===== src/rtl/regfile_write_arbiter.sv =====
// regfile_write_arbiter
//
// Shares the single register-file write port between three sources:
//   1. pipeline writeback (highest priority, never stalled),
//   2. a one-entry trap holding register that stores the return address into
//      $k0 (TRAP_REG) after an interrupt or undefined-instruction exception,
//   3. a two-entry FIFO of received UART bytes, each written zero-extended
//      into UART_REG0 or UART_REG1 according to its flag.
// The write port outputs are combinational from the current inputs and the
// internal state. Trap and UART requests are captured at the clock edge, so
// they can be written no earlier than the following cycle.
//
// Ports
//   clk, rst_n            clock, asynchronous active-low reset
//   wb_regwrite           writeback write request
//   wb_write_register     writeback destination (register 0 = no write)
//   wb_write_data         writeback data
//   trap_req              one-cycle trap pulse
//   trap_is_exception     1 = exception (store PC+4), 0 = interrupt (store PC)
//   trap_pc_plus4         PC+4 of the trapped instruction
//   uart_signal           one-cycle pulse, new received byte
//   uart_flag             destination select for the byte
//   uart_rx_data          received byte
//   rf_we/rf_waddr/rf_wdata  register file write port
//   trap_ack              trap write issued this cycle
//   trap_pending          trap captured, not yet written
//   uart_count            UART FIFO occupancy (0..2)
//   uart_overflow         sticky, a UART byte was dropped
//   trap_overrun          sticky, a trap request was dropped
module regfile_write_arbiter #(
  parameter logic [4:0] UART_REG0 = 5'd24,
  parameter logic [4:0] UART_REG1 = 5'd25,
  parameter logic [4:0] TRAP_REG  = 5'd26
) (
  input  logic        clk,
  input  logic        rst_n,
  input  logic        wb_regwrite,
  input  logic [4:0]  wb_write_register,
  input  logic [31:0] wb_write_data,
  input  logic        trap_req,
  input  logic        trap_is_exception,
  input  logic [31:0] trap_pc_plus4,
  input  logic        uart_signal,
  input  logic        uart_flag,
  input  logic [7:0]  uart_rx_data,
  output logic        rf_we,
  output logic [4:0]  rf_waddr,
  output logic [31:0] rf_wdata,
  output logic        trap_ack,
  output logic        trap_pending,
  output logic [1:0]  uart_count,
  output logic        uart_overflow,
  output logic        trap_overrun
);

  logic        r_trap_pending;
  logic [31:0] r_trap_data;
  logic [8:0]  r_ent0;           // FIFO head {flag, byte}
  logic [8:0]  r_ent1;           // FIFO second entry
  logic [1:0]  r_count;
  logic        r_uart_ovf;
  logic        r_trap_ovr;

  logic        w_wb_grant;
  logic        w_trap_grant;
  logic        w_uart_grant;
  logic [8:0]  w_ent0_n;
  logic [8:0]  w_ent1_n;
  logic [1:0]  w_count_n;
  logic        w_ovf_set;

  // Register 0 is hard-wired, so a writeback to it does not occupy the port.
  assign w_wb_grant   = wb_regwrite && (wb_write_register != 5'd0);
  assign w_trap_grant = !w_wb_grant && r_trap_pending;
  assign w_uart_grant = !w_wb_grant && !r_trap_pending && (r_count != 2'd0);

  always_comb begin
    rf_we    = 1'b0;
    rf_waddr = 5'd0;
    rf_wdata = 32'd0;
    if (w_wb_grant) begin
      rf_we    = 1'b1;
      rf_waddr = wb_write_register;
      rf_wdata = wb_write_data;
    end else if (w_trap_grant) begin
      rf_we    = 1'b1;
      rf_waddr = TRAP_REG;
      rf_wdata = r_trap_data;
    end else if (w_uart_grant) begin
      rf_we    = 1'b1;
      rf_waddr = r_ent0[8] ? UART_REG1 : UART_REG0;
      rf_wdata = {24'd0, r_ent0[7:0]};
    end
  end

  // FIFO next state: pop first, then the push lands in the first free slot,
  // so a push into a full FIFO that is popping in the same cycle is accepted.
  always_comb begin
    w_ent0_n  = r_ent0;
    w_ent1_n  = r_ent1;
    w_count_n = r_count;
    w_ovf_set = 1'b0;
    if (w_uart_grant) begin
      w_ent0_n  = r_ent1;
      w_count_n = r_count - 2'd1;
    end
    if (uart_signal) begin
      if (w_count_n == 2'd0) begin
        w_ent0_n  = {uart_flag, uart_rx_data};
        w_count_n = 2'd1;
      end else if (w_count_n == 2'd1) begin
        w_ent1_n  = {uart_flag, uart_rx_data};
        w_count_n = 2'd2;
      end else begin
        w_ovf_set = 1'b1;
      end
    end
  end

  always_ff @(posedge clk or negedge rst_n) begin
    if (!rst_n) begin
      r_ent0     <= 9'd0;
      r_ent1     <= 9'd0;
      r_count    <= 2'd0;
      r_uart_ovf <= 1'b0;
    end else begin
      r_ent0     <= w_ent0_n;
      r_ent1     <= w_ent1_n;
      r_count    <= w_count_n;
      r_uart_ovf <= r_uart_ovf | w_ovf_set;
    end
  end

  // The holding register frees up in the cycle it is granted, so a new trap
  // arriving in that same cycle replaces it instead of being dropped.
  always_ff @(posedge clk or negedge rst_n) begin
    if (!rst_n) begin
      r_trap_pending <= 1'b0;
      r_trap_data    <= 32'd0;
      r_trap_ovr     <= 1'b0;
    end else if (trap_req) begin
      if (!r_trap_pending || w_trap_grant) begin
        r_trap_pending <= 1'b1;
        r_trap_data    <= trap_is_exception ? trap_pc_plus4
                                            : trap_pc_plus4 - 32'd4;
      end else begin
        r_trap_ovr <= 1'b1;
      end
    end else if (w_trap_grant) begin
      r_trap_pending <= 1'b0;
    end
  end

  assign trap_ack      = w_trap_grant;
  assign trap_pending  = r_trap_pending;
  assign uart_count    = r_count;
  assign uart_overflow = r_uart_ovf;
  assign trap_overrun  = r_trap_ovr;

endmodule


===== config.mk =====
export PLATFORM = sky130hd
export DESIGN_NAME = regfile_write_arbiter
export DESIGN_NICKNAME = d
export VERILOG_FILES = /design/src/rtl/regfile_write_arbiter.sv
export SDC_FILE = /design/constraint.sdc
export NUM_CORES = 1
export LEC_CHECK = 0
export CAP_MARGIN = 20
export CORE_UTILIZATION = 47
export CTS_BUF_LIST = sky130_fd_sc_hd__clkbuf_8
export DETAILED_ROUTE_END_ITERATION = 7
export PLACE_DENSITY_LB_ADDON = 0.12
export SYNTH_ARGS = -nofsm -noshare
export SYNTH_HDL_FRONTEND = slang
export SYNTH_SLANG_ARGS = --single-unit

===== constraint.sdc =====
create_clock -name clk -period 4.26 [get_ports clk]
set_input_delay 0.426 -clock clk [delete_from_list [all_inputs] [get_ports clk]]
set_output_delay 0.426 -clock clk [all_outputs]
set_load 0.005 [all_outputs]

== Word-level counts from Yosys, hierarchy flattened ==
Cells that the tools add are included.
W data, S select, Z words.
Word-level totals
  word-level logic and storage cells: 53
  output and inout port bits: 44
  bits in registers: 55
  input bits: 84
Cells by class
  bitwise gates (word level): 3
  multiplexer cells: 24
  reductions and logical operators: 15
  eq/ne operators: 2
  $add $sub $neg: 2
Operators by type and width (count)
  $mux W32: 3
  $sub A32 B3 Y32 const B: 1
  $mux W9: 3
  $mux W5: 3
  $mux W1: 10
  $mux W2: 4
  $mux W8: 1
  $reduce_and A2 Y1: 3
  $reduce_bool A5 Y1: 1
  $logic_and A1 B1 Y1: 4
  $reduce_bool A2 Y1: 2
  $reduce_and A3 Y1: 1
  $eq A2 B1 Y1 const B: 1
  $logic_not A1 Y1: 2
  $logic_not A2 Y1: 1
  $ne A2 B1 Y1 const B: 1
  $not A1 Y1: 2
  $sub A2 B1 Y2 const B: 1
  $logic_or A1 B1 Y1: 1
  $or A1 B1 Y1: 1

== Depth between registers and ports, before layout ==
Gate-level depths: netlist of run 1.
  word-level depth: 11
  gate-level depth with buffers: 13
  gate-level depth less buffers: 10

== Least setup slack after synthesis of run 1 ==
No wires, ideal clock.
  kind: register to register
  start point: reg r_count[0], in the netlist uart_count[0]
  end point: reg r_ent1[0]
  slack: 1.282 ns
  path buffers: 2
  data required time: 4.135 ns
  library setup time: 0.125 ns
  stages on the path, launching flop included: 12
  clock period less this slack: 2.978 ns
  arrival time: 2.853 ns
  cells stage by stage: dfrtp_1 inv_1 ha_1 clkbuf_1 nor2_1 a31oi_2 buf_2 mux2i_1 ha_1 nor4_1 mux2i_4 mux2_2
Between the ends
  longest elaborated chain between the ends: 6
  elaborated cells between the ends (all ways): 8
  those cells by class: 1 x add/sub; 1 x eq/ne; 1 x mux; 1 x bitwise; 4 x reduce/logical
RTL lines
  from (decl): line 60  | logic [1:0] r_count;
  from (signal assigned): line 129  | r_count <= w_count_n;
  branches (longest 2 deep; another with $sub A2 B1 Y2)
  $mux W2 (*): line 103  | if (w_uart_grant) begin
  $logic_not A2 Y1: line 108  | if (w_count_n == 2'd0) begin
  $not A1 Y1 (no source line)
  $reduce_and A3 Y1 (no source line) (*)
  to (signal assigned): line 128  | r_ent1 <= w_ent1_n;
  to (decl): line 59  | logic [8:0] r_ent1;
Mark *: on every way between the ends.
A chain may end at the register's enable or synchronous reset.

== Worst setup path after layout of run 1 ==
  start point: in wb_write_register[0]
  end point: out rf_waddr[1]
Between the ends
  longest elaborated chain between the ends: 6
RTL lines
  from (decl): line 38  | input logic [4:0] wb_write_register,
  $reduce_bool A5 Y1 (*): line 73  | assign w_wb_grant = wb_regwrite && (wb_write_register != 5'd0);
  $logic_and A1 B1 Y1 (*): line 73
  $logic_not A1 Y1: line 74  | assign w_trap_grant = !w_wb_grant && r_trap_pending;
  $logic_and A1 B1 Y1: line 74
  $mux W5: line 85  | end else if (w_trap_grant) begin
  $mux W5 (*): line 81  | if (w_wb_grant) begin
  to (decl): line 47  | output logic [4:0] rf_waddr,
Every way passes the cells marked *; elsewhere a longest branch is shown, timed or not.

==> impl_metrics.tcl, run 1 <==
set metrics [dict create \
    status "finished, final reports clean" \
    peakVddDrop_mv 0.2182 \
    ff2ff_setup_slack_ps 890 \
    report.final.slew_viol_count 0 \
    worst_pin_slew_ps 1003 \
    synth-simple-area-share_pct 29.80 \
    drc_errors 0 \
    io_pins 128 \
    crit_arrival_ps 3050 \
    finalWeightedCongestion 0.8307 \
    seqCellArea_mm2 0.001376 \
    maxSlewHeadroom_pct 32.96 \
    fmax_mhz 287.7 \
    cts.sinks 55 \
    antenna_found_initial 0 \
    powerDensity_mw_per_mm2 348.3 \
    antenna_left 0 \
    required_ps 3830 \
    timing.rr.end "r_ent0[6]" \
    dpl.hpwl_um 6973 \
    yosysWarnings 0 \
    synthDistinctLibCells 53 \
    grt_first_pass_wirelength_um 15300 \
    path_max_fanout 31 \
    clkLatencyLatePin_ps 310 \
    yosys.area_share.xor_xnor_pct 3.476 \
    port-buffer-count 127 \
    die_area_mm2 0.007855 \
    grt_overflow 0 \
    first_pass_iters 5 \
    wl_per_cell_um 15.28 \
    drtIter0Drc 210 \
    async_reset_ff_share_pct 100.0 \
    grtUsageTotal_pct 25.25 \
    final_common_cell "clkdlybuf4s50_1" \
    maxCapViolCount 0 \
    ys_ff_latch 55 \
    chipWidth_um 88.63 \
    worstSetupPathType "in -> out" \
    core_mm2 0.007253 \
    clkSlewWorstSetupHoldPaths_ps 100 \
    synth_ff_type "dfrtp_1" \
    first_global_vias 3233 \
    drive_above_1_share_pct 6.767 \
    clockRootBuffer "clkbuf_8" \
    synth_top_family_by_area "simple AND/OR/NAND/NOR gates" \
    grt_max_degree 56 \
    synth_area_mm2 0.003527 \
    drt_wl_total_um 9644 \
    cts_setup_buffers 0 \
    nFillCells 637 \
    setup_violations 0 \
    areaGrowthSynthToFinish_pct 40.48 \
    total_leakage_power_nw 2.006 \
    worst_clock_skew_ps 9.258 \
    ys_seq_area_share_pct 39.02 \
    cts-resized-gates 0 \
    synth_area_per_cell_um2 8.418 \
    synth_edf_count 0 \
    synth_fa_ha_area_share_pct 1.064 \
    final_cell_mix "clkdlybuf4s50_1 (126), nand2_1 (87), dfrtp_1 (55)" \
    cts_tree "done" \
    timing.rr.start "uart_count[0]" \
    r2r_cells 9 \
    fin_setup_tns_ps 0 \
    finalNetCount 618 \
    finalCoreUtilization_pct 68.31 \
    crit_path_end "rf_waddr[1]" \
    rsz0062_at_grt "false" \
    synth_compound_area_share_pct 14.62 \
    die_y_um 88.63 \
    synth_nets 506 \
    drt-vias-per-instance 5.601 \
    syn_inst 419 \
    cts_hold_buf 0 \
    start_util_pct 48.63 \
    critPathCaptureType "output pin" \
    routed-via-count 3534 \
    period_minus_slack_ps 3475 \
    hold_violations 0 \
    h-tree-depth 2 \
    crit_path_start_kind "input pin" \
    hold_class "in -> async" \
    n_antenna_cell 0 \
    rows 31 \
    clock_path_buffers 2 \
    cts-buffers-inserted 5 \
    critPathLaunch "wb_write_register[0]" \
    min_period_over_period_pct 81.58 \
    multi_input_area_mm2 0.001999 \
    synth_mux_area_share_pct 7.237 \
]
-- per-stage QoR --
| stage | hold WS, ps | total power (W) | cells | instance area, um^2 | worst slack (ps) |
|---|---|---|---|---|---|
| floorplan | 130.4 | 0.001040 | 419 | 3527 | 1282 |
| global placement | 450.3 | 0.001295 | 623 | 4822 | 862.6 |
| detailed placement | 454.9 | 0.001325 | 623 | 4822 | 628.9 |
| CTS | 273.0 | 0.001731 | 631 | 4955 | 792.6 |
| global route | 295.5 | 0.001823 | 631 | 4955 | 620.7 |
| finish | 244.7 | 0.001726 | 631 | 4955 | 784.6 |
-- cell usage after synthesis, drive strengths merged (2+ instances only) --
master	number	area, um^2
a21boi	3	22.52
a21o	2	15.01
a21oi	9	45.04
a221oi	3	26.28
a31o	2	17.52
a31oi	15	100.1
and2	2	12.51
buf	6	27.52
clkbuf	20	115.1
dfrtp	55	1376
ha	3	37.54
inv	7	26.28
mux2	10	112.6
mux2i	13	142.6
nand2	87	326.6
nand3	29	145.1
nand3b	2	15.01
nand4	5	31.28
nand4b	2	17.52
nand4bb	3	33.78
nor2	29	108.9
nor3	10	55.05
nor3b	7	52.55
nor4	8	62.56
o21a	2	15.01
o21ai	30	150.1
o31ai	7	52.55
o41ai	4	35.03
or2	4	25.03
or3	8	51.30
or4	9	71.32
or4b	2	20.02
xnor2	5	43.79
xor2	9	78.83
-- report_power, final --
group          internal [W]  switching [W]
sequential         0.000658      0.0000828
combinational      0.000320       0.000258
clock              0.000233       0.000174
-- worst max-delay path, stage by stage --
cell and delay, ps:
clkdlybuf4s50_1 430, nor3_1 670, a21bo_2 690, and2_1 240, a21o_1 90, clkdlybuf4s50_1 490
-- state kept, by name, indices dropped and copies added (netlist names) --
name,count
r_trap_data,32
r_ent0,9
r_ent1,9
uart_count,2
trap_overrun,1
trap_pending,1
uart_overflow,1
-- per-layer routing --
metal  up-vias  global-route usage (%)  share of wire (%)  wire length (um)
met3         8                   3.638                4.2               406
li1       1732                       -                  -                 -
met2       108                   45.66                 51              4899
met4         0                   5.718                1.0               101
met1      1686                   31.92                 44              4238
met5         -                       0                  0                 0
-- cell type report --
| type | count | share of cell area (%) |
|---|---|---|
| multi-input combinational | 331 | 40.35 |
| tap | 99 | 2.500 |
| clock buffer | 5 | 1.389 |
| inverter | 7 | 0.5303 |
| timing repair buffer | 131 | 26.16 |
| clock inverter | 3 | 1.288 |
| sequential | 55 | 27.78 |
-- how the worst min path moves through the flow --
stage / from / end / slack, ps
2_1_floorplan: rst_n / r_ent0[0] / 130
3_3_place_gp: r_trap_data[1] / r_trap_data[1] / 450
3_5_place_dp: trap_overrun / trap_overrun / 450
4_1_cts: rst_n / r_trap_data[0] / 270
5_1_grt: rst_n / uart_count[0] / 300
6_report: rst_n / uart_overflow / 240
-- kinds of logic after synthesis --
family | count (synthesis)
buffers and inverters | 33
and+or+nand+nor | 210
xor gates and xnor gates | 14
muxes | 23
adders and majority gates | 3
AOI/OAI and AO/OA | 81
DFF | 55
No activity file was read; power rests on OpenSTA's default activity.
==> run 2: changes to the inputs <==
- CORE_UTILIZATION: 47 -> 42
- clock period: 4.26 -> 2.8 ns (I/O delays scaled with it)
==> impl_metrics.tcl, run 2 (synthesis gave the netlist of run 1 again) <==
set metrics [dict create \
    status "finished, final reports clean" \
    total_leakage_power_nw 2.073 \
    grt_max_degree 41 \
    final_common_cell "clkdlybuf4s50_1" \
    die_area_mm2 0.008768 \
    cts_tree "done" \
    largest_reg_flops 32 \
    drtIter0Drc 125 \
    hold_violations 0 \
    clockRootBuffer "clkbuf_8" \
    worstSetupPathType "in -> out" \
    rows 33 \
    rsz0062_at_grt "false" \
    chipWidth_um 93.64 \
    dpl.hpwl_um 7611 \
    routed-via-count 3539 \
    fmax_mhz 385.2 \
    finalNetCount 634 \
    peakVddDrop_mv 0.2183 \
    maxCapViolCount 0 \
    areaGrowthSynthToFinish_pct 44.77 \
    drt-vias-per-instance 5.420 \
    grt_first_pass_wirelength_um 16080 \
    required_ps 2520 \
    path_max_fanout 10 \
    final_cell_mix "clkdlybuf4s50_1 (126), nand2_1 (87), dfrtp_1 (55)" \
    antenna_found_initial 0 \
    critPathTopFamily "buffers and inverters" \
    worst_pin_slew_ps 873.0 \
    h-tree-depth 2 \
    setup_violations 0 \
    port-buffer-count 127 \
    wl_per_cell_um 15.25 \
    cts_hold_buf 0 \
    min_period_over_period_pct 92.71 \
    crit_arrival_ps 2320 \
    finalWeightedCongestion 0.8863 \
    clock_path_buffers 2 \
    die_y_um 93.64 \
    grtUsageTotal_pct 23.47 \
    clkSlewWorstSetupHoldPaths_ps 110 \
    report.final.slew_viol_count 0 \
    cts.sinks 55 \
    cts_setup_buffers 0 \
    reg_top3 "r_trap_data: 32 flops, r_ent0: 9 flops, r_ent1: 9 flops" \
    fin_setup_tns_ps 0 \
    slowest_delay_ps 500 \
    worst_clock_skew_ps 9.093 \
    slowest_stage "clkdlybuf4s50_1" \
    n_antenna_cell 0 \
    first_global_vias 3340 \
    drc_errors 0 \
    core_mm2 0.008175 \
    first_pass_iters 4 \
    powerDensity_mw_per_mm2 498.0 \
    drt_wl_total_um 9955 \
    largest_register "r_trap_data" \
    drive_above_1_share_pct 10.77 \
    critPathCaptureType "output pin" \
    io_pins 128 \
    crit_chain "clkdlybuf4s50_1, nor3_1, buf_4, a21bo_2, buf_4, nand3_1, nand2_1, clkdlybuf4s50_1" \
    maxSlewHeadroom_pct 41.80 \
    grt_overflow 0 \
    hold_class "in -> async" \
    power_w 0.002543 \
    cts-buffers-inserted 5 \
    period_minus_slack_ps 2596 \
    clkLatencyLatePin_ps 320 \
    crit_path_start_kind "input pin" \
    antenna_left 0 \
    start_util_pct 43.14 \
    path_buf_inv 4 \
]
-- run 2: cell count changes in the layout (fill, tap and decap cells not counted), moves of 2 or more --
cell,delta
nor4_2,+2
bufinv_16,-2
nor4_1,-2
buf_4,+15
-- run 2: per-layer routing --
layer / share of wire [%] / routed length (um) / global-route usage [%] / up-vias
met2: 48 / 4819 / 40.32 / 112
li1: - / - / - / 1765
met4: 0.83 / 83 / 4.487 / 0
met5: 0 / 0 / 0 / -
met3: 6.1 / 609 / 4.228 / 7
met1: 45 / 4443 / 31.04 / 1655
-- run 2: worst register-to-register path, delay by kind of cell (launching register included) --
family	cells	cell delay, ps
flip-flops	1	450
multiplexers	3	980
AO/OA/AOI/OAI	1	200
buffers and inverters	1	200
adder cells (fa/ha/maj)	2	490
AND/OR/NAND/NOR	2	150
-- run 2: stage by stage --
stage	cells	setup WS [ps]	utilization (%)	hold WS, ps	area [um^2]
after floorplan	419	15.23	-	-15.59	3555
after global placement	645	180.5	60.99	440.4	4986
after detailed placement	645	93.14	60.99	455.8	4986
after CTS	653	72.41	62.17	92.72	5082
after global routing	653	59.14	62.46	133.1	5106
final	653	204.0	62.46	61.43	5106
-- run 2: area by class of cell --
type / count / area [um^2]
sequential: 55 / 1376
tap: 105 / 131.4
timing repair buffer: 147 / 1429
fill: 704 / 3069
inverter: 7 / 26.28
clock buffer: 5 / 68.82
clock inverter: 3 / 27.53
multi-input combinational: 331 / 2047
-- run 2: power by group --
group / total, W / internal (W) / switching [W]
clock network: 0.000469 / 0.000184 / 0.000285
logic: 0.000938 / 0.000520 / 0.000418
registers: 0.00114 / 0.00100 / 0.000134
-- run 2: path summary, 6_finish.rpt --
path / start / end / slack (ps) / depth (start not counted)
min in group clk: r_trap_data[1] / r_trap_data[1] / 480 / 2
max in group asynchronous: rst_n / r_trap_data[19] / 1970 / 2
worst min-delay path: rst_n / r_ent0[8] / 60 / 1
worst min register to register: r_trap_data[1] / r_trap_data[1] / 480 / 2
worst max register to register: uart_count[0] / r_ent1[4] / 230 / 9
worst max-delay path: wb_write_register[0] / rf_wdata[31] / 200 / 8
-- run 2: repair_timing --
item	in CTS	in global routing
resized for setup	0	4
setup endpoints to repair	0	12
endpoints found under the hold margin	0	0
==> run 3: changes to the inputs <==
- CORE_UTILIZATION: 42 -> 50
- DONT_BUFFER_PORTS: not set -> 1
- PLACE_DENSITY_LB_ADDON: 0.12 -> 0.1
==> impl_metrics.tcl, run 3 (synthesis gave the netlist of run 1 again) <==
set metrics [dict create \
    areaGrowthSynthToFinish_pct 8.620 \
    first_pass_iters 4 \
    drive_above_1_share_pct 12.89 \
    critPathCaptureType "flip-flop" \
    cts.sinks 55 \
    status "finished, final reports clean" \
    grt_use_met1_pct 32.64 \
    p_comb_share_pct 28.8 \
    nFillCells 657 \
    grt_overflow 0 \
    grt_first_pass_wirelength_um 13530 \
    powerDensity_mw_per_mm2 590.2 \
    maxSlewHeadroom_pct 60.48 \
    drt-vias-per-instance 5.819 \
    setup_violations 0 \
    largest_register "r_trap_data" \
    chipWidth_um 85.99 \
    top_usage_layer "met2" \
    finalWeightedCongestion 0.8345 \
    final_cell_count_no_fill 515 \
    io_pins 128 \
    min_period_over_period_pct 92.75 \
    wl_per_cell_um 16.56 \
    routed-via-count 2997 \
    hold_class "in -> reg" \
    peakVddDrop_mv 0.2016 \
    worstSetupPathType "reg -> reg" \
    grtUsageTotal_pct 23.54 \
    final_common_cell "nand2_1" \
    rsz0062_at_grt "false" \
    h-tree-depth 2 \
    port-buffer-count 0 \
    drc_errors 0 \
    clock_path_buffers 2 \
    drtIter0Drc 184 \
    first_global_vias 2764 \
    core_mm2 0.006794 \
    total_leakage_power_nw 1.578 \
    cts-buffers-inserted 5 \
    antenna_left 0 \
    grt_max_degree 56 \
    clkLatencyLatePin_ps 320 \
    pwr-share-clk_pct 21.5 \
    p_int_w 0.001492 \
    crit_arrival_ps 2800 \
    path_max_fanout 9 \
    start_util_pct 51.92 \
    final_area_mm2 0.003831 \
    drt_wl_total_um 8528 \
    crit_path_start_kind "flip-flop" \
    die_area_mm2 0.007394 \
    final_cell_mix "nand2_1 (87), dfrtp_1 (55), o21ai_0 (30)" \
    dpl.hpwl_um 6398 \
    pwr-share-seq_pct 49.8 \
    finalCoreUtilization_pct 56.39 \
    fin_setup_tns_ps 0 \
    clockRootBuffer "clkbuf_8" \
    period_minus_slack_ps 2597 \
    report.final.slew_viol_count 0 \
    antenna_found_initial 0 \
    clkSlewWorstSetupHoldPaths_ps 120 \
    n_antenna_cell 0 \
    fmax_mhz 385.0 \
    switchingPower_w 0.0007691 \
    power_switching_share_pct 34.01 \
    maxCapViolCount 0 \
    use_met3_pct 5.775 \
    dpl_cell_area_mm2 0.003659 \
    met2_usage_pct 36.80 \
    worst_pin_slew_ps 591.3 \
    required_ps 3010 \
    largest_reg_flops 32 \
    rows 30 \
    die_y_um 85.99 \
    worst_clock_skew_ps 13.24 \
    place_inst 504 \
    hold_violations 0 \
    reg_top3 "r_trap_data: 32 flops, r_ent0: 9 flops, r_ent1: 9 flops" \
    cts_tree "done" \
    finalNetCount 505 \
]
## run 3: changes by cell type in the layout (fill, tap and decap cells not counted), sizes merged
cell	delta
clkdlybuf4s50	-126
clkinv	+1
clkinvlp	-1
buf	-4
dlygate4sd3	+1
## run 3: metrics by stage
stage | worst slack, ps | total power (W) | hold WS, ps
floorplan | 15.23 | 0.001597 | -15.59
global placement | 234.7 | 0.001738 | -14.25
detailed placement | 104.2 | 0.001761 | -13.83
CTS | 95.01 | 0.002264 | 52.13
global route | 71.59 | 0.002419 | 52.60
finish | 202.9 | 0.002261 | 61.63
## run 3: final timing paths
path | startpoint | to | slack (ps) | depth (start not counted)
hold reg to reg | r_trap_data[0] | r_trap_data[0] | 480 | 2
min in group asynchronous | rst_n | r_ent0[8] | 460 | 2
hold / removal | trap_req | trap_pending | 60 | 1
setup / recovery | uart_count[0] | r_ent1[5] | 200 | 10
setup reg to reg | uart_count[0] | r_ent1[5] | 200 | 10
max in group asynchronous | rst_n | trap_overrun | 2090 | 2
## run 3: repair_timing
action,in CTS,in global routing
endpoints found under the setup margin,0,9
endpoints found under the hold margin,55,0
hold buffers,2,0
gates resized for setup,0,3
buffers inserted,0,1
## run 3: worst max-delay path, stage by stage, from the launching register on
cell     delay, ps
dfrtp_1        400
inv_1          140
ha_2           320
nor3_2          80
a31oi_4        230
xnor2_1        140
ha_1           260
nor4_2         350
mux2i_4        130
buf_12         160
mux2_2         270
## run 3: final cells by class
type / instances / area (um^2) / share of cell area [%]
Multi-Input combinational cell: 331 / 2036 / 53.14
Clock inverter: 3 / 33.78 / 0.8818
Tap cell: 96 / 120.1 / 3.135
Clock buffer: 5 / 68.82 / 1.796
Inverter: 7 / 26.28 / 0.6858
Timing Repair Buffer: 18 / 170.2 / 4.442
Sequential cell: 55 / 1376 / 35.92
## run 3: metal layers
| layer | share of wire, % | up-vias | routed length (um) |
|---|---|---|---|
| li1 | - | 1510 | - |
| met1 | 46 | 1375 | 3882 |
| met2 | 47 | 104 | 3973 |
| met3 | 6.6 | 8 | 561 |
| met4 | 1.3 | 0 | 110 |
| met5 | 0 | - | 0 |
## run 3: power by group through the flow
stage	sequential (W)	combinational (W)	clock, W
2_1_floorplan	0.00110	0.000498	0
3_3_place_gp	0.00114	0.000597	0
3_5_place_dp	0.00114	0.000616	0
4_1_cts	0.00113	0.000642	0.000497
5_1_grt	0.00115	0.000739	0.000528
6_report	0.00113	0.000650	0.000485
==> RTL edit 1, RTL diff (config.mk and constraints of run 1) <==
Put one more register stage on the output `uart_overflow`. The value now appears one clock later. The other outputs are not delayed to match.
--- a/src/rtl/regfile_write_arbiter.sv
+++ b/src/rtl/regfile_write_arbiter.sv
@@ -154,7 +154,9 @@
   assign trap_ack      = w_trap_grant;
   assign trap_pending  = r_trap_pending;
   assign uart_count    = r_count;
-  assign uart_overflow = r_uart_ovf;
+  always_ff @(posedge clk) begin
+    uart_overflow <= r_uart_ovf;
+  end
   assign trap_overrun  = r_trap_ovr;
 
 endmodule
Formal check against the unedited RTL: not equivalent (a bounded check fails within 4 cycles, from zero or initial values and one cycle with rst_n low).
==> RTL edit 1 against run 1 <==
- area after synthesis increased by 0.57%
- sequential share of layout area is 0.47 points higher
- routed wire length shrank 3.1%
- final area is 0.23% lower
- via count is 0.31% lower
- critical path depth stayed put
- worst setup slack better by 0.025 ns
- power shrank 5.9%
- global-route usage shrank 0.80 points
- final cell count rose by 0.32%
- sequential cell count rose by 1
==> RTL edit 1: results (changes against run 1) <==
Yosys
  • Ys Warns: 0 (unchanged)
  • Synth area leaders: dfrtp_1, nand2_1, o21ai_0, nand3_1, mux2i_1
  • Seq/Total Area, Yosys: 0.394 (+0.00344)
  • Synth Flop Type: dfrtp_1
  • Mapped Nets: 507 (+0.20%)
  • Yosys cell types: 54 (+1.9%)
  • Ys async rst share: 0.982 (-0.0179)
  • Syn Area/Cell: 8.45 um^2 (+0.33%)

Clock network
  • H-tree Lvls: 2 (unchanged)
  • Clk buf depth: 2 (unchanged)
  • CTS buffer count: 5 (unchanged)
  • CTS clk-pin slew, worst paths: 0.09 ns
  • Postcts setup bufs: 0 (unchanged)
  • CTS resizes: 0 (unchanged)
  • Clk root buf: clkbuf_8

Worst setup path
  • CP startpoint: wb_write_register[0]
  • Worst setup EP type: output port
  • Worst path max stage delay: between 0.6 and 0.7 ns
  • FF-to-FF Start: uart_count[0]$_DFF_PN0_
  • CP arrival: 3.02 ns (-0.03 ns)
  • Family with the most delay on the worst path: simple AND/OR/NAND/NOR gates
  • Crit-path slowest cell: nor3_1
  • FF-to-FF End: r_ent1[2]$_DFFE_PN0P_
  • CP max FO: 31 (unchanged)
  • FF-to-FF setup slack: 1.04 ns (+0.15 ns)

GRT
  • All-layer global routing usage: 0.245 (-0.00796)
  • Initial antenna violation count: 0 (unchanged)
  • Vias in the first global route: 3295 (+1.9%)
  • Largest net degree at the start of global routing: 56 (unchanged)
  • First-pass GRT wire length: 15.0 mm (-2.2%)

Timing
  • Final hold slack: 0.225 ns (-0.0196 ns)
  • Post-route minimum period: 3.45 ns (-0.0250 ns)
  • Slew Limit Headroom: 0.314 (-0.0153)
  • Worst Skew: 0.00281 ns (-0.00644 ns)

Placed design
  • HPWL after DPL: 6.93 mm (-0.68%)
  • Post-DP Area: 0.00484 mm^2 (+0.42%)
  • GP Congestion: 0.824 (-0.81%)
  • Port buffer count: 127 (unchanged)
  • Post-place setup slack: 0.562 ns (-0.0672 ns)

Finish
  • Layout cells sized above 1: 0.0693 (+0.00162)
  • Fin nets: 620 (+0.32%)
  • Fill cells: 634 (-0.47%)
  • Ant diodes: 0 (unchanged)
  • Top Registers: r_trap_data x32, r_ent0 x9, r_ent1 x9
  • Cell Count, Final, Fillers Out: 633 (+0.32%)

Hold path
  • Worst Hold Class: in2async

Detailed routing
  • Wirelength, routed: 9.34 mm (-3.1%)
  • Pre-antenna DRT Iters: 4 (-1)
  • DR iter-0 viols: 159 (-24%)
  • Vias per inst: 5.57 (-0.63%)

Power
  • Leakage: 0.00200 uW (-0.37%)
  • Max VDD drop: 0.197 mV (-9.7%)

Outcome
  • Status: finished, final reports clean
-- RTL edit 1: metal layers --
| metal | global-route usage | vias up | share of wire |
|---|---|---|---|
| met5 | 0 | - | 0 |
| met4 | 0.0806 | 0 | 0.016 |
| met3 | 0.0326 | 15 | 0.059 |
| met2 | 0.424 | 121 | 0.49 |
| met1 | 0.315 | 1649 | 0.43 |
| li1 | - | 1738 | - |
-- RTL edit 1: cell type report --
cell class                 instances  area [um^2]  share of cell area
clock buffer                       6         82.6              0.0167
clock inverter                     2         11.3             0.00228
inverter                           7         26.3             0.00532
multi-input combinational        331         2000               0.404
sequential                        56         1400               0.282
tap                               99          124              0.0251
timing repair buffer             132         1300               0.264
-- RTL edit 1: worst max path at each step --
stage / cells past startpoint / endpoint
after floorplan: 11 / r_ent1[0]$_DFFE_PN0P_
after global placement: 8 / r_ent0[0]$_DFF_PN0_
after detailed placement: 8 / r_ent0[7]$_DFF_PN0_
after CTS: 6 / rf_waddr[1]
after global routing: 6 / rf_waddr[4]
final: 6 / rf_waddr[1]
-- RTL edit 1: cell families (layout without fill, tap and decap cells) --
kind of cell,count (synthesis),count (layout),share of synthesized area
adder cells (fa/ha/maj),3,3,0.0106
AO/OA/AOI/OAI,81,81,0.145
multiplexers,23,23,0.0720
XOR/XNOR,14,14,0.0346
flip-flops,56,56,0.394
buffers and inverters,33,147,0.0476
AND/OR/NAND/NOR,210,210,0.296
-- RTL edit 1: report_power, final --
part | switching [uW] | leakage [uW] | internal, uW
Combinational | 258 | 0.00130 | 322
Sequential | 77.4 | 0.000648 | 667
Clock | 169 | 0.0000486 | 130
Total | 504 | 0.00200 | 1120
==> RTL edit 2, RTL diff (flow settings as in run 1) <==
Made on the original files. `UART_REG1`: 5'd25 -> 5'd12.
--- a/src/rtl/regfile_write_arbiter.sv
+++ b/src/rtl/regfile_write_arbiter.sv
@@ -29,7 +29,7 @@
 //   trap_overrun          sticky, a trap request was dropped
 module regfile_write_arbiter #(
   parameter logic [4:0] UART_REG0 = 5'd24,
-  parameter logic [4:0] UART_REG1 = 5'd25,
+  parameter logic [4:0] UART_REG1 = 5'd12,
   parameter logic [4:0] TRAP_REG  = 5'd26
 ) (
   input  logic        clk,
Behaviour: not the same (Yosys sat finds a counterexample within 4 cycles, from zero or initial values and one cycle with rst_n low).
==> RTL edit 2 against run 1 <==
- largest cell class unchanged
- first-iteration DRC count is 28% lower
- register-to-register slack got worse by 0.08 ns
- area after synthesis shrank 5.5%
- worst setup slack improved by 0.030 ns
- final area is 3.4% lower
- highest routed layer unchanged
- sequential cell count unchanged
- power fell by 5.1%
- routed wire length decreased by 10%
==> RTL edit 2: results (changes against run 1) <==
Outcome
  • Status: finished, final reports clean

Finish
  • Multi-input gate area: 0.00185 mm^2 (-7.4%)
  • Clock buf/inv share: 0.0209 (-0.00585)
  • # clk buffers: 7 (+2)
  • Num sequential: 55 (unchanged)
  • Fill cells: 569 (-11%)
  • Non-clk bufs: 133 (+1.5%)
  • Fraction of area in multi-input gates: 0.387 (-0.0168)
  • Non-clock buffer area fraction after layout: 0.274 (+0.0124)
  • #MultiIn Comb: 314 (-5.1%)
  • Fin nets: 603 (-2.4%)

Yosys
  • Synth Area in XOR/XNOR: 0.0762 (+0.0414)
  • Seq/Total Area, Yosys: 0.413 (+0.0225)
  • Synth area leaders: dfrtp_1, nand2_1, xnor2_1, o21ai_1, nand3_1
  • Post-synthesis mux area share: 0.0777 (+0.00531)
  • Top post-synthesis cells by count: nand2_1, dfrtp_1, o21ai_1, nand3_1
  • Syn Inst Count: 402 (-4.1%)

Power
  • Comb pwr: 588 uW (+2%)
  • Leakage: 0.00202 uW (+0.72%)
  • P_sw: 495 uW (-3.9%)
  • Clock group: 312 uW (-23%)
  • Clock power frac: 0.190 (-0.046)

Detailed routing
  • Pre-antenna DRT Iters: 4 (-1)
  • Wirelength, routed: 8.65 mm (-10%)
  • DR iter-0 viols: 152 (-28%)
  • Vias: 3240 (-8.3%)

Clock network
  • CTS clk-pin slew, worst paths: 0.10 ns (about the same)

Placed design
  • Post-DP Area: 0.00468 mm^2 (-2.9%)
  • HPWL after DPL: 6.29 mm (-9.8%)
  • GP Congestion: 0.780 (-6.1%)
  • Post-place setup slack: 0.533 ns (-0.0959 ns)

Timing
  • Worst Skew: 0.00652 ns (-0.00274 ns)

Worst setup path
  • CP max FO: 11 (-65%)
  • CP arrival: 3.64 ns (+0.59 ns)

GRT
  • All-layer global routing usage: 0.245 (-0.00706)
RTL edit 2: changes by cell type after synthesis, moves of 11 or more:
cell / before / now
o21ai_1: 0 / 30
xnor2_1: 5 / 22
a31oi_1: 14 / 0
nor2_1: 29 / 16
o21ai_0: 30 / 17
nand2_1: 87 / 98
RTL edit 2: worst max-delay path, stage by stage (launching register included):
cell	delay, ns
dfrtp_1	0.45
inv_1	0.07
ha_1	0.34
or4_1	0.46
o32a_1	0.20
xnor2_1	0.25
inv_1	0.10
ha_1	0.21
nand2b_1	0.17
or4_1	0.40
o31a_1	0.31
mux2_4	0.37
RTL edit 2: logic make-up (layout without fill, tap and decap cells):
group,Yosys count,count (layout)
and+or+nand+nor,193,193
AOI/OAI and AO/OA,68,68
DFF,55,55
buffers and inverters,33,148
xor gates and xnor gates,29,29
muxes,21,21
adders and majority gates,3,3
RTL edit 2: path summary, 6_finish.rpt:
check / start / endpoint / slack, ns / depth (start not counted)
max in group asynchronous: rst_n / r_trap_data[12]$_DFFE_PN0P_ / 3.55 / 2
worst min register to register: trap_overrun$_DFFE_PN0P_ / trap_overrun$_DFFE_PN0P_ / 0.47 / 1
worst min-delay path: rst_n / r_ent1[2]$_DFFE_PN0P_ / 0.23 / 2
min in group clk: trap_overrun$_DFFE_PN0P_ / trap_overrun$_DFFE_PN0P_ / 0.47 / 1
worst max-delay path: uart_count[0]$_DFF_PN0_ / r_ent1[7]$_DFFE_PN0P_ / 0.81 / 11
worst max register to register: uart_count[0]$_DFF_PN0_ / r_ent1[7]$_DFFE_PN0P_ / 0.81 / 11
RTL edit 2: layer usage:
metal,up-vias,GRT usage,part of all wire
met3,17,0.0419,0.047
met5,-,0,0
li1,1607,-,-
met2,100,0.424,0.48
met4,0,0.0939,0.020
met1,1516,0.308,0.46
